**src/rtl/grid_pkg.sv**
```systemverilog
// rtl/grid_pkg.sv - grid geometry, cell codes and address helpers
package grid_pkg;

    localparam int ROWS     = 60;
    localparam int COLS     = 80;
    localparam int BORDER_W = 2;
    localparam int ADDR_W   = 13;

    typedef logic [1:0] cell_t;

    localparam cell_t EMPTY    = 2'd0;
    localparam cell_t TRAIL_P1 = 2'd1;
    localparam cell_t BORDER   = 2'd2;
    localparam cell_t TRAIL_P2 = 2'd3;

    // row*80 as shift-add so no multiplier is inferred
    function automatic logic [ADDR_W-1:0] cell_addr(input logic [5:0] row, input logic [6:0] col);
        return ({7'd0, row} << 6) + ({7'd0, row} << 4) + {6'd0, col};
    endfunction

    function automatic logic cell_in_range(input logic [5:0] row, input logic [6:0] col);
        return (row < 6'(ROWS)) && (col < 7'(COLS));
    endfunction

    function automatic logic cell_is_border(input logic [5:0] row, input logic [6:0] col);
        return (row < 6'(BORDER_W)) || (row > 6'(ROWS - BORDER_W - 1)) ||
               (col < 7'(BORDER_W)) || (col > 7'(COLS - BORDER_W - 1));
    endfunction

endpackage

```
**src/rtl/rr_arb2.sv**
```systemverilog
// rtl/rr_arb2.sv - two-way round-robin arbiter; last=1 means requester 1 won most recently
module rr_arb2 (
    input  logic [1:0] req,
    input  logic       last,
    output logic [1:0] gnt
);

    always_comb begin
        gnt = 2'b00;
        case (req)
            2'b01:   gnt = 2'b01;
            2'b10:   gnt = 2'b10;
            2'b11:   gnt = last ? 2'b01 : 2'b10;
            default: gnt = 2'b00;
        endcase
    end

endmodule

```
**src/rtl/grid_access_arbiter.sv**
```systemverilog
// rtl/grid_access_arbiter.sv - grid RAM port owner: border/clear init, then round-robin player access
import grid_pkg::*;

module grid_access_arbiter (
    input  logic        CLOCK_50,
    input  logic        reset,
    input  logic        reiniciar,
    output logic        clear_busy,
    input  logic        p1_req,
    input  logic        p1_we,
    input  logic [5:0]  p1_row,
    input  logic [6:0]  p1_col,
    input  logic [1:0]  p1_wdata,
    output logic        p1_gnt,
    output logic        p1_rvalid,
    output logic [1:0]  p1_rdata,
    input  logic        p2_req,
    input  logic        p2_we,
    input  logic [5:0]  p2_row,
    input  logic [6:0]  p2_col,
    input  logic [1:0]  p2_wdata,
    output logic        p2_gnt,
    output logic        p2_rvalid,
    output logic [1:0]  p2_rdata,
    output logic [12:0] ram_addr,
    output logic        ram_we,
    output logic [1:0]  ram_wdata,
    input  logic [1:0]  ram_rdata
);

    localparam logic [0:0] ST_CLEAR = 1'b0;
    localparam logic [0:0] ST_ARB   = 1'b1;

    logic [0:0] state;
    logic [5:0] row_cnt;
    logic [6:0] col_cnt;
    logic       last_gnt;
    logic       p1_rd_pend, p1_rd_oor;
    logic       p2_rd_pend, p2_rd_oor;

    logic       arb_open;
    logic [1:0] req;
    logic [1:0] gnt;
    logic       acc_we;
    logic [5:0] acc_row;
    logic [6:0] acc_col;
    logic [1:0] acc_wdata;
    logic       acc_oor;

    assign arb_open = (state == ST_ARB) && !reiniciar && !reset;
    assign req      = {p2_req, p1_req} & {2{arb_open}};

    rr_arb2 u_rr_arb2 (
        .req  (req),
        .last (last_gnt),
        .gnt  (gnt)
    );

    assign p1_gnt     = gnt[0];
    assign p2_gnt     = gnt[1];
    assign clear_busy = (state == ST_CLEAR);

    assign acc_we    = gnt[1] ? p2_we    : p1_we;
    assign acc_row   = gnt[1] ? p2_row   : p1_row;
    assign acc_col   = gnt[1] ? p2_col   : p1_col;
    assign acc_wdata = gnt[1] ? p2_wdata : p1_wdata;
    assign acc_oor   = !cell_in_range(acc_row, acc_col);

    // Out-of-range accesses are granted but never reach the RAM
    always_comb begin
        ram_addr  = '0;
        ram_we    = 1'b0;
        ram_wdata = EMPTY;
        if (!reset) begin
            if (state == ST_CLEAR) begin
                ram_addr  = cell_addr(row_cnt, col_cnt);
                ram_we    = 1'b1;
                ram_wdata = cell_is_border(row_cnt, col_cnt) ? BORDER : EMPTY;
            end else if ((|gnt) && !acc_oor) begin
                ram_addr  = cell_addr(acc_row, acc_col);
                ram_we    = acc_we;
                ram_wdata = acc_we ? acc_wdata : EMPTY;
            end
        end
    end

    always_ff @(posedge CLOCK_50 or posedge reset) begin
        if (reset) begin
            state      <= ST_CLEAR;
            row_cnt    <= '0;
            col_cnt    <= '0;
            last_gnt   <= 1'b1;
            p1_rd_pend <= 1'b0;
            p1_rd_oor  <= 1'b0;
            p2_rd_pend <= 1'b0;
            p2_rd_oor  <= 1'b0;
        end else begin
            p1_rd_pend <= gnt[0] && !p1_we;
            p1_rd_oor  <= acc_oor;
            p2_rd_pend <= gnt[1] && !p2_we;
            p2_rd_oor  <= acc_oor;

            if (gnt[0]) begin
                last_gnt <= 1'b0;
            end else if (gnt[1]) begin
                last_gnt <= 1'b1;
            end

            if (reiniciar) begin
                state   <= ST_CLEAR;
                row_cnt <= '0;
                col_cnt <= '0;
            end else if (state == ST_CLEAR) begin
                if (col_cnt == 7'(COLS - 1)) begin
                    col_cnt <= '0;
                    if (row_cnt == 6'(ROWS - 1)) begin
                        row_cnt <= '0;
                        state   <= ST_ARB;
                    end else begin
                        row_cnt <= row_cnt + 6'd1;
                    end
                end else begin
                    col_cnt <= col_cnt + 7'd1;
                end
            end
        end
    end

    // RAM read data arrives the cycle after the grant; out-of-range reads report a collision
    assign p1_rvalid = p1_rd_pend;
    assign p1_rdata  = p1_rd_pend ? (p1_rd_oor ? BORDER : ram_rdata) : EMPTY;
    assign p2_rvalid = p2_rd_pend;
    assign p2_rdata  = p2_rd_pend ? (p2_rd_oor ? BORDER : ram_rdata) : EMPTY;

endmodule
```
**config.mk**
```make
export PLATFORM = sky130hd
export DESIGN_NAME = grid_access_arbiter
export DESIGN_NICKNAME = d
export VERILOG_FILES = /design/src/rtl/grid_pkg.sv /design/src/rtl/rr_arb2.sv /design/src/rtl/grid_access_arbiter.sv
export SDC_FILE = /design/constraint.sdc
export NUM_CORES = 1
export LEC_CHECK = 0
export CAP_MARGIN = 20
export CORE_ASPECT_RATIO = 1.25
export CORE_MARGIN = 3
export CORE_UTILIZATION = 45
export CTS_BUF_LIST = sky130_fd_sc_hd__clkbuf_8
export CTS_CLUSTER_DIAMETER = 150
export DETAILED_ROUTE_END_ITERATION = 8
export PLACE_DENSITY = 0.77
export SLEW_MARGIN = 20
export SYNTH_ARGS = -nofsm -noshare
export SYNTH_HDL_FRONTEND = slang
export SYNTH_SLANG_ARGS = --single-unit
```
**constraint.sdc**
```tcl
create_clock -name CLOCK_50 -period 9.2 [get_ports CLOCK_50]
set_input_delay 2.76 -clock CLOCK_50 [delete_from_list [all_inputs] [get_ports CLOCK_50]]
set_output_delay 2.76 -clock CLOCK_50 [all_outputs]
set_load 0.05 [all_outputs]
```
==> results.md, run 1 <==
* Status: finished clean
* Cts hold-fix bufs at 0
* WL per Instance at 15.43 µm
* CP Capture Type: primary output
* Met1 Usage GRT at 27.75%
* Pwr dens at 76.22 mW/mm²
* # fillers at 389
* Placer Congestion at 0.9570
* Syn nets at 328
* Synth top cells by count: 34 x nand2_1, 27 x ha_1, 19 x inv_1, 19 x nor2_1
* Max-slew violations at 0
* FP Rows at 27
* RSZ-0062 raised after global routing: false
* R2r setup slk at 7230 ps
* Largest net degree at the start of global routing at 20
* Setup TNS at 0 ps
* Netlist Area Pre-Place at 0.002100 mm²
* Final std cells w/o fill at 378
* Clock Pin Slew Worst Setup and Hold Paths at 60 ps
* R2r startpoint: state
* Clock Path Buffers at 2
* Dpl cells at 374
* Post-synth top area share at 20.26%
* # resized after CTS at 0
* Post-DRT Antenna Nets at 0
* Most used routing layer: met2
* Vias in the first global route at 2064
* Yosys warning total at 0
* Startpoint Class: input port
* Root Buffer: clkbuf_8
* First-pass GRT wire length at 9.494 mm
* WS Path Type: in -> out
* M3 GR Usage at 2.165%
* CTS sink cnt at 18
* Die outline width at 67.10 µm
* Flops & latches, synth at 18
* Critical Path Sink: ram_addr[10]
* Tcrit/Tclk final at 97.48%
* Post-DP HPWL at 4.740 mm
* Vias at 2131
* Drt pass-1 iters at 4
* Grt total ovfl at 0
* Area grow syn2layout at 37.78%
* Share of layout cells above drive strength 1 at 7.813%
* Syn Area/Cell at 8.138 µm²
* Core ar. at 0.004459 mm²
* Boundary pin count at 64
* Fmax at 0.1115 GHz
* CP Max Fanout at 16
* Slew headroom at 52.48%
* CTS tree: done
* Cell taking the most area after synthesis: dfrtp_1
* Final Hold Fails at 0
* Worst Hold Class: reg -> reg
* Worst Path Arrival at 6210 ps
* Fin crit period at 8968 ps
* DRC at 0
* Vias/cell at 5.638
* Seq/Total Area, Yosys at 21.51%
* Synth Instances at 258
* Clock skew at 11.59 ps
* Post-CTS setup buffer count at 0
* # Max-Cap Violations at 0
* Gr usage total at 22.09%
* Clock Latency Late Sink at 260 ps
* Inserted Diodes at 0
* DRT iter0 DRCs at 160
* Critical Path RT at 6440 ps
* Post-synthesis async set-or-reset flop share at 100.0%
* R2r endpoint: p2_rd_oor
* Fin nets at 391
* FF-to-FF path depth at 6
* Distinct cells, synth at 50
* Area contributors post-synth: dfrtp_1 20%, ha_1 16%, nand2_1 6.1%, mux2i_1 4.8%, o21ai_0 4.1%
* Number of port buffers at 63
* WL final at 5.833 mm
* Number of buffers created by CTS at 3
* Main flop type after synthesis: dfrtp_1
* Post-synth EDFFs at 0
* Setup Viol. Count Final at 0
* Die Y at 82.37 µm
* Worst-Margin Slew at 710.7 ps
* Met2 usage at 39.63%
* Leak Pwr at 1.365 nW
* Count leader, synth: nand2_1
* Initial antenna violation count at 0
* Launch point of the worst path: reset
* Max IR drop VDD at 0.04589 mV
* CTS HTree Levels at 1
* Die area at 0.005526 mm²
* Initial core utilization at 47.08%
metrics by stage:
step | setup WS, ps | cell area [µm²] | hold slack, ps | util (%) | total power [mW]
after floorplan | 130.9 | 2100 | 525.9 | - | 0.1306
after global placement | 277.7 | 2841 | 532.5 | 63.72 | 0.1627
after detailed placement | 215.4 | 2841 | 536.9 | 63.72 | 0.1638
after CTS | 198.8 | 2887 | 546.4 | 64.73 | 0.2204
after global routing | 9.623 | 2893 | 555.9 | 64.87 | 0.2340
final | 232.2 | 2893 | 546.5 | 64.87 | 0.2205
cell usage in the layout (no fill, tap or decap), types with 2 or more instances in the layout:
cell,n
nor3_1,5
nand2_1,34
a211oi_1,3
nand3_1,9
o21bai_1,2
and3_1,3
o211ai_1,2
o31ai_1,5
dfrtp_1,17
a21o_1,4
o21a_1,8
nor2b_1,6
o22ai_1,5
mux2i_1,10
o21ai_1,2
o32ai_1,2
a31o_2,2
inv_1,20
clkbuf_8,3
o21ai_0,17
ha_1,27
buf_4,6
buf_12,6
nand4_1,3
nor2_1,19
clkdlybuf4s50_1,55
xnor2_1,4
fa_1,4
and3b_1,2
xor2_1,5
a21oi_1,10
routing by layer:
metal | wire (µm) | share of wire [%]
met2 | 3180 | 55
met3 | 214 | 3.7
met1 | 2368 | 41
met4 | 70 | 1.2
met5 | 0 | 0
state kept, by name, summed over array words and instances, names as in the netlist:
| name | flops |
|---|---|
| col_cnt | 7 |
| p2_rvalid | 1 |
| state | 1 |
| p2_rd_oor | 1 |
| last_gnt | 1 |
| row_cnt | 6 |
| p1_rvalid | 1 |
area by class of cell:
cell class              count  area (µm²)  area share (%)
clock inverters             1       3.754          0.1298
flip-flops and latches     18       451.7           15.61
well taps                  58       72.57           2.509
inverters                  20       75.07           2.595
repair buffers             67       715.7           24.74
multi-input cells         211        1533           52.98
clock buffers               3       41.29           1.427
power breakdown:
part / internal, mW / total, mW / switching, mW / leakage [nW]
combinational: 0.0380 / 0.0776 / 0.0397 / 1.10
clock: 0.0297 / 0.0576 / 0.0279 / 0.0269
sequential: 0.0815 / 0.0853 / 0.00381 / 0.242
critical path: stages:
cell and delay [ps]:
clkdlybuf4s50_1 480, nor3b_4 370, nand3_4 110, buf_4 220, nand2_1 80, nand2_1 70
inv_1 80, fa_1 420, inv_1 120, ha_1 240, a21o_1 170, a311o_1 370
a21oi_1 180, xor2_1 80, o22ai_1 270, buf_12 180
cell families (layout without fill, tap and decap cells):
group	Yosys count	count (layout)	share of synthesized area, %
AND/OR/NAND/NOR	91	91	21.46
AO/OA/AOI/OAI	69	69	22.17
adder cells (fa/ha/maj)	31	31	19.90
buffers and inverters	29	91	5.780
flip-flops	18	18	21.51
multiplexers	11	11	5.423
XOR/XNOR	9	9	3.754
worst min-delay path by stage:
stage / start / to / slack [ps] / cells past startpoint
after floorplan: last_gnt / last_gnt / 530 / 1
after global placement: last_gnt / last_gnt / 530 / 1
after detailed placement: last_gnt / last_gnt / 540 / 1
after CTS: last_gnt / last_gnt / 550 / 1
after global routing: last_gnt / last_gnt / 560 / 1
final: last_gnt / last_gnt / 550 / 1
Note: power is estimated with default switching activity, not from simulation.
==> run 2, diff against run 1 <==
--- a/config.mk
+++ b/config.mk
@@ -12,6 +12,7 @@
 export CTS_BUF_LIST = sky130_fd_sc_hd__clkbuf_8
 export CTS_CLUSTER_DIAMETER = 150
 export DETAILED_ROUTE_END_ITERATION = 8
+export GPL_ROUTABILITY_DRIVEN = 0
 export PLACE_DENSITY = 0.77
 export SLEW_MARGIN = 20
 export SYNTH_ARGS = -nofsm -noshare
==> run 2 against run 1 <==
Worst hold slack got worse by 1.5 ps; worst setup slack got worse by 38 ps; non-clock buffer count unchanged; flip-flop and latch count unchanged; via count decreased by 1.3%.
==> results.md, run 2 (synthesized netlist as in run 1, its figures left out) <==
* Top Layer Used: met4
* Largest net degree at the start of global routing at 21
* Crit-path leading delay family: compound AO/OA/AOI/OAI gates
* WL final at 5.542 mm
* Startpoint Class: input port
* FP Rows at 27
* Post-DRT Antenna Nets at 0
* Hold_sp: last_gnt
* WHS Path Cells at 1
* Fmax at 0.1110 GHz
* Vias in the first global route at 2026
* CTS HTree Levels at 1
* Setup TNS at 0 ps
* Fin nets at 391
* Grt total ovfl at 0
* WL per Instance at 14.66 µm
* Status: finished clean
* # fillers at 402
* R2r setup slk at 7220 ps
* Post-DP HPWL at 4.573 mm
* Clock Pin Slew Worst Setup and Hold Paths at 60 ps
* CP Capture Type: primary output
* R2r endpoint: p2_rd_oor
* Slowest stage delay, CP at 520 ps
* Hold endpoint: last_gnt
* Final Hold Fails at 0
* Clock skew at 8.638 ps
* # resized after CTS at 0
* CTS tree: done
* Clock Latency Late Sink at 250 ps
* Vias/cell at 5.566
* Post-route design area at 0.002887 mm²
* Post-CTS setup buffer count at 0
* RSZ-0062 raised after global routing: false
* Area grow syn2layout at 37.49%
* Worst-Margin Slew at 717.8 ps
* Crit path cell chain: clkdlybuf4s50_1, nor3b_2, nand3_4, buf_4, mux2i_1, fa_1, inv_1, ha_1, a21o_1, a311o_1, a21oi_1, xor2_1, o22ai_1, buf_12
* Die area at 0.005526 mm²
* Inserted Diodes at 0
* Post-DP Area at 0.002841 mm²
* Die outline width at 67.10 µm
* Largest register FFs at 7
* Metal3 WL at 114 µm
* Most frequent cells in the layout: 55 x clkdlybuf4s50_1, 34 x nand2_1, 27 x ha_1, 20 x inv_1, 19 x nor2_1
* Root Buffer: clkbuf_8
* DRT iter0 DRCs at 85
* Worst path buffer plus inverter count at 4
* Max IR drop VDD at 0.04389 mV
* CTS sink cnt at 18
* Number of buffers created by CTS at 3
* Initial core utilization at 47.08%
* Critical Path RT at 6440 ps
* Met1 layer wirelength in the final routing at 2.386 mm
* Most flop-heavy register: col_cnt
* Tcrit/Tclk final at 97.89%
* Gr usage total at 20.93%
* Die Y at 82.37 µm
* Leak Pwr at 1.361 nW
* Boundary pin count at 64
* Largest registers: col_cnt x7, row_cnt x6
* R2r startpoint: state
* Initial antenna violation count at 0
* First-pass GRT wire length at 9.059 mm
* Clock Path Buffers at 2
* Number of port buffers at 63
* # Max-Cap Violations at 0
* DRC at 0
* Max-slew violations at 0
* FF-to-FF path depth at 6
* WS Path Type: in -> out
* Setup Viol. Count Final at 0
* Worst Path Arrival at 6250 ps
* Share of layout cells above drive strength 1 at 7.813%
* Met2 wire len at 2.977 mm
* Vias at 2104
* Fin crit period at 9005 ps
* Drt pass-1 iters at 4
* Slowest-stage cell, CP: fa_1
* Cts hold-fix bufs at 0
* Core ar. at 0.004459 mm²
* Most common cell after layout, fill and taps aside: clkdlybuf4s50_1
* Slew headroom at 52.01%
* Worst Hold Class: reg -> reg
* CP Max Fanout at 16
* Pwr dens at 75.59 mW/mm²
==> run 2: worst max path at each step <==
stage | from | end | slack, ps | cells after the start
floorplan | reset | ram_addr[10] | 130 | 15
global placement | reset | ram_addr[11] | 270 | 14
detailed placement | reset | ram_addr[10] | 190 | 14
CTS | reset | ram_addr[10] | 180 | 14
global route | reset | ram_addr[11] | 30 | 14
finish | reset | ram_addr[10] | 190 | 14
==> run 2: where the power goes <==
part	total, mW	internal [mW]	switching (mW)
Combinational	0.0776	0.0382	0.0394
Clock	0.0553	0.0296	0.0257
Sequential	0.0853	0.0815	0.00380
Total	0.218	0.149	0.0689
==> run 2: per-layer routing <==
metal | GRT usage, % | up-vias
met5 | 0 | -
met4 | 4.868 | 0
met3 | 1.759 | 7
met2 | 38.84 | 26
met1 | 25.84 | 1018
li1 | - | 1053
==> run 2: cell type report <==
| type | instances | area (µm²) | share of cell area [%] |
|---|---|---|---|
| Clock inverter | 1 | 3.754 | 0.1300 |
| Multi-Input combinational cell | 211 | 1526 | 52.88 |
| Timing Repair Buffer | 67 | 715.7 | 24.79 |
| Clock buffer | 3 | 41.29 | 1.430 |
| Inverter | 20 | 75.07 | 2.601 |
| Tap cell | 58 | 72.57 | 2.514 |
| Sequential cell | 18 | 451.7 | 15.65 |
==> run 2: per-stage QoR <==
step           hold slack (ps)  std cells  power [mW]  setup WS, ps  util, %
6_report                 545.0        378      0.2182         194.6    64.73
5_1_grt                  557.7        378      0.2309         28.47    64.73
4_1_cts                  547.8        378      0.2189         184.9    64.73
3_5_place_dp             538.3        374      0.1640         193.9    63.72
3_3_place_gp             533.9        374      0.1626         271.4    63.72
2_1_floorplan            525.9        258      0.1306         130.9        -
==> run 2: worst reg2reg max path, cell delays in order, from the launching register on <==
cell	delay, ps
dfrtp_1	610
nor3b_2	460
nand3_4	120
inv_2	130
buf_4	170
mux2i_1	310
inv_1	70
==> run 3, diff against run 2 <==
--- a/config.mk
+++ b/config.mk
@@ -8,12 +8,12 @@
 export CAP_MARGIN = 20
 export CORE_ASPECT_RATIO = 1.25
 export CORE_MARGIN = 3
-export CORE_UTILIZATION = 45
+export CORE_UTILIZATION = 49
 export CTS_BUF_LIST = sky130_fd_sc_hd__clkbuf_8
 export CTS_CLUSTER_DIAMETER = 150
 export DETAILED_ROUTE_END_ITERATION = 8
 export GPL_ROUTABILITY_DRIVEN = 0
-export PLACE_DENSITY = 0.77
+export PLACE_DENSITY = 0.83
 export SLEW_MARGIN = 20
 export SYNTH_ARGS = -nofsm -noshare
 export SYNTH_HDL_FRONTEND = slang
==> run 3 against run 2 <==
Sequential power hardly changed; total power is 0.68% higher; first-iteration DRC count is 24% higher; global-route usage is 1.7 points higher; core utilization is 5.8 points higher; register-to-register slack hardly changed; clock skew is 5.2 ps lower; worst setup slack better by 28 ps; die area is 7.5% lower; sequential share of layout area hardly changed; highest routed layer unchanged.
==> results.md, run 3 (synthesized netlist as in run 1, its figures left out) <==
* Number of port buffers at 63
* Post-DRT Antenna Nets at 0
* Area grow syn2layout at 37.66%
* Die Y at 79.19 µm
* Area of the multi-input gates at 0.001533 mm²
* # Max-Cap Violations at 0
* DRC at 0
* Post-CTS setup buffer count at 0
* Vias at 2171
* Share of layout cells above drive strength 1 at 7.813%
* Core ar. at 0.004099 mm²
* CTS sink cnt at 18
* Worst Hold Class: reg -> reg
* Largest register FFs at 7
* Most frequent cells in the layout: 55 x clkdlybuf4s50_1, 34 x nand2_1, 27 x ha_1, 20 x inv_1, 19 x nor2_1
* Slowest-stage cell, CP: clkdlybuf4s50_1
* WS Path Type: in -> out
* Final Hold Fails at 0
* Clock Path Buffers at 2
* Fin nets at 391
* Most flop-heavy register: col_cnt
* CTS tree: done
* FP Rows at 26
* Cts hold-fix bufs at 0
* Root Buffer: clkbuf_8
* Clock skew at 3.391 ps
* Number of buffers created by CTS at 3
* WL final at 5.747 mm
* Leak Pwr at 1.365 nW
* Largest net degree at the start of global routing at 20
* Post-route design area at 0.002890 mm²
* Design Power at 219.7 µW
* Slowest stage delay, CP at 470 ps
* CP Capture Type: primary output
* CTS HTree Levels at 1
* CP Max Fanout at 16
* Clock Latency Late Sink at 260 ps
* Tcrit/Tclk final at 97.58%
* Die outline width at 64.55 µm
* Grt total ovfl at 0
* Register area at 451.7 µm²
* Clock Pin Slew Worst Setup and Hold Paths at 60 ps
* Setup TNS at 0 ps
* Post-DP Area at 0.002839 mm²
* Pwr dens at 76.00 mW/mm²
* Largest registers: col_cnt x7, row_cnt x6
* Fin crit period at 8978 ps
* Setup Viol. Count Final at 0
* Worst Path Arrival at 6220 ps
* DRT iter0 DRCs at 105
* WL per Instance at 15.28 µm
* Status: finished clean
* Max IR drop VDD at 0.04856 mV
* Boundary pin count at 64
* First-pass GRT wire length at 9.190 mm
* Post-DP HPWL at 4.661 mm
* Vias in the first global route at 2078
* Drt pass-1 iters at 7
* Vias/cell at 5.774
* Startpoint Class: input port
* Worst-Margin Slew at 720.9 ps
* Fmax at 0.1114 GHz
* Initial antenna violation count at 0
* # fillers at 342
* Die area at 0.005111 mm²
* Max-slew violations at 0
* Critical Path RT at 6440 ps
* RSZ-0062 raised after global routing: false
* Crit path cell chain: clkdlybuf4s50_1, nor3b_4, nand3_4, buf_4, mux2i_1, fa_1, inv_1, ha_1, a21o_1, a311o_1, a21oi_1, xor2_1, o22ai_1, buf_12
* Most common cell after layout, fill and taps aside: clkdlybuf4s50_1
* Gr usage total at 22.63%
* Initial core utilization at 51.22%
* Inserted Diodes at 0
* Slew headroom at 51.80%
==> run 3: metal layers <==
metal / vias up / wire length [µm] / track usage [%]
met3: 13 / 190 / 2.405
met1: 1044 / 2346 / 26.96
met5: - / 0 / 0
met2: 61 / 3054 / 40.29
li1: 1053 / - / -
met4: 0 / 156 / 10.57
==> run 3: where the power goes <==
| part | switching [mW] | internal [mW] | leakage [nW] |
|---|---|---|---|
| registers | 0.00386 | 0.0815 | 0.242 |
| clock network | 0.0266 | 0.0297 | 0.0269 |
| logic | 0.0399 | 0.0381 | 1.10 |
==> run 3: layout make-up <==
cell class / instances / area share (%)
clock buffer: 3 / 1.429
multi-input combinational: 211 / 53.03
tap: 56 / 2.424
sequential: 18 / 15.63
inverter: 20 / 2.597
timing repair buffer: 67 / 24.76
clock inverter: 1 / 0.1299
==> run 3: worst paths after layout <==
kind / slack [ps] / startpoint / cells past startpoint / to
max: 220 / reset / 14 / ram_addr[10]
min: 550 / last_gnt / 1 / last_gnt
max reg2reg: 7210 / col_cnt[0] / 6 / row_cnt[4]
min reg2reg: 550 / last_gnt / 1 / last_gnt
max in group asynchronous: 5950 / reset / 3 / last_gnt
min in group asynchronous: 2980 / reset / 3 / row_cnt[4]
==> run 3: critical path: cells and delay by family <==
family	cells	cell delay, ps
buffers and inverters	4	980
AND/OR/NAND/NOR	2	450
AO/OA/AOI/OAI	4	980
XOR/XNOR	1	90
adder cells (fa/ha/maj)	2	700
multiplexers	1	230
==> run 3: through the flow <==
step                hold WS, ps  util, %  setup slack, ps  cells
global route              572.3    70.51            6.399    376
floorplan                 525.9        -            130.9    258
global placement          531.9    69.26            281.6    372
CTS                       553.5    70.36            172.3    376
detailed placement        541.5    69.26            166.4    372
finish                    551.6    70.51            222.3    376
==> run 3: what timing repair did <==
action                     4_1_cts  5_1_grt
hold endpoints to repair         0        0
gates resized for setup          0        1
setup endpoints to repair        0        2
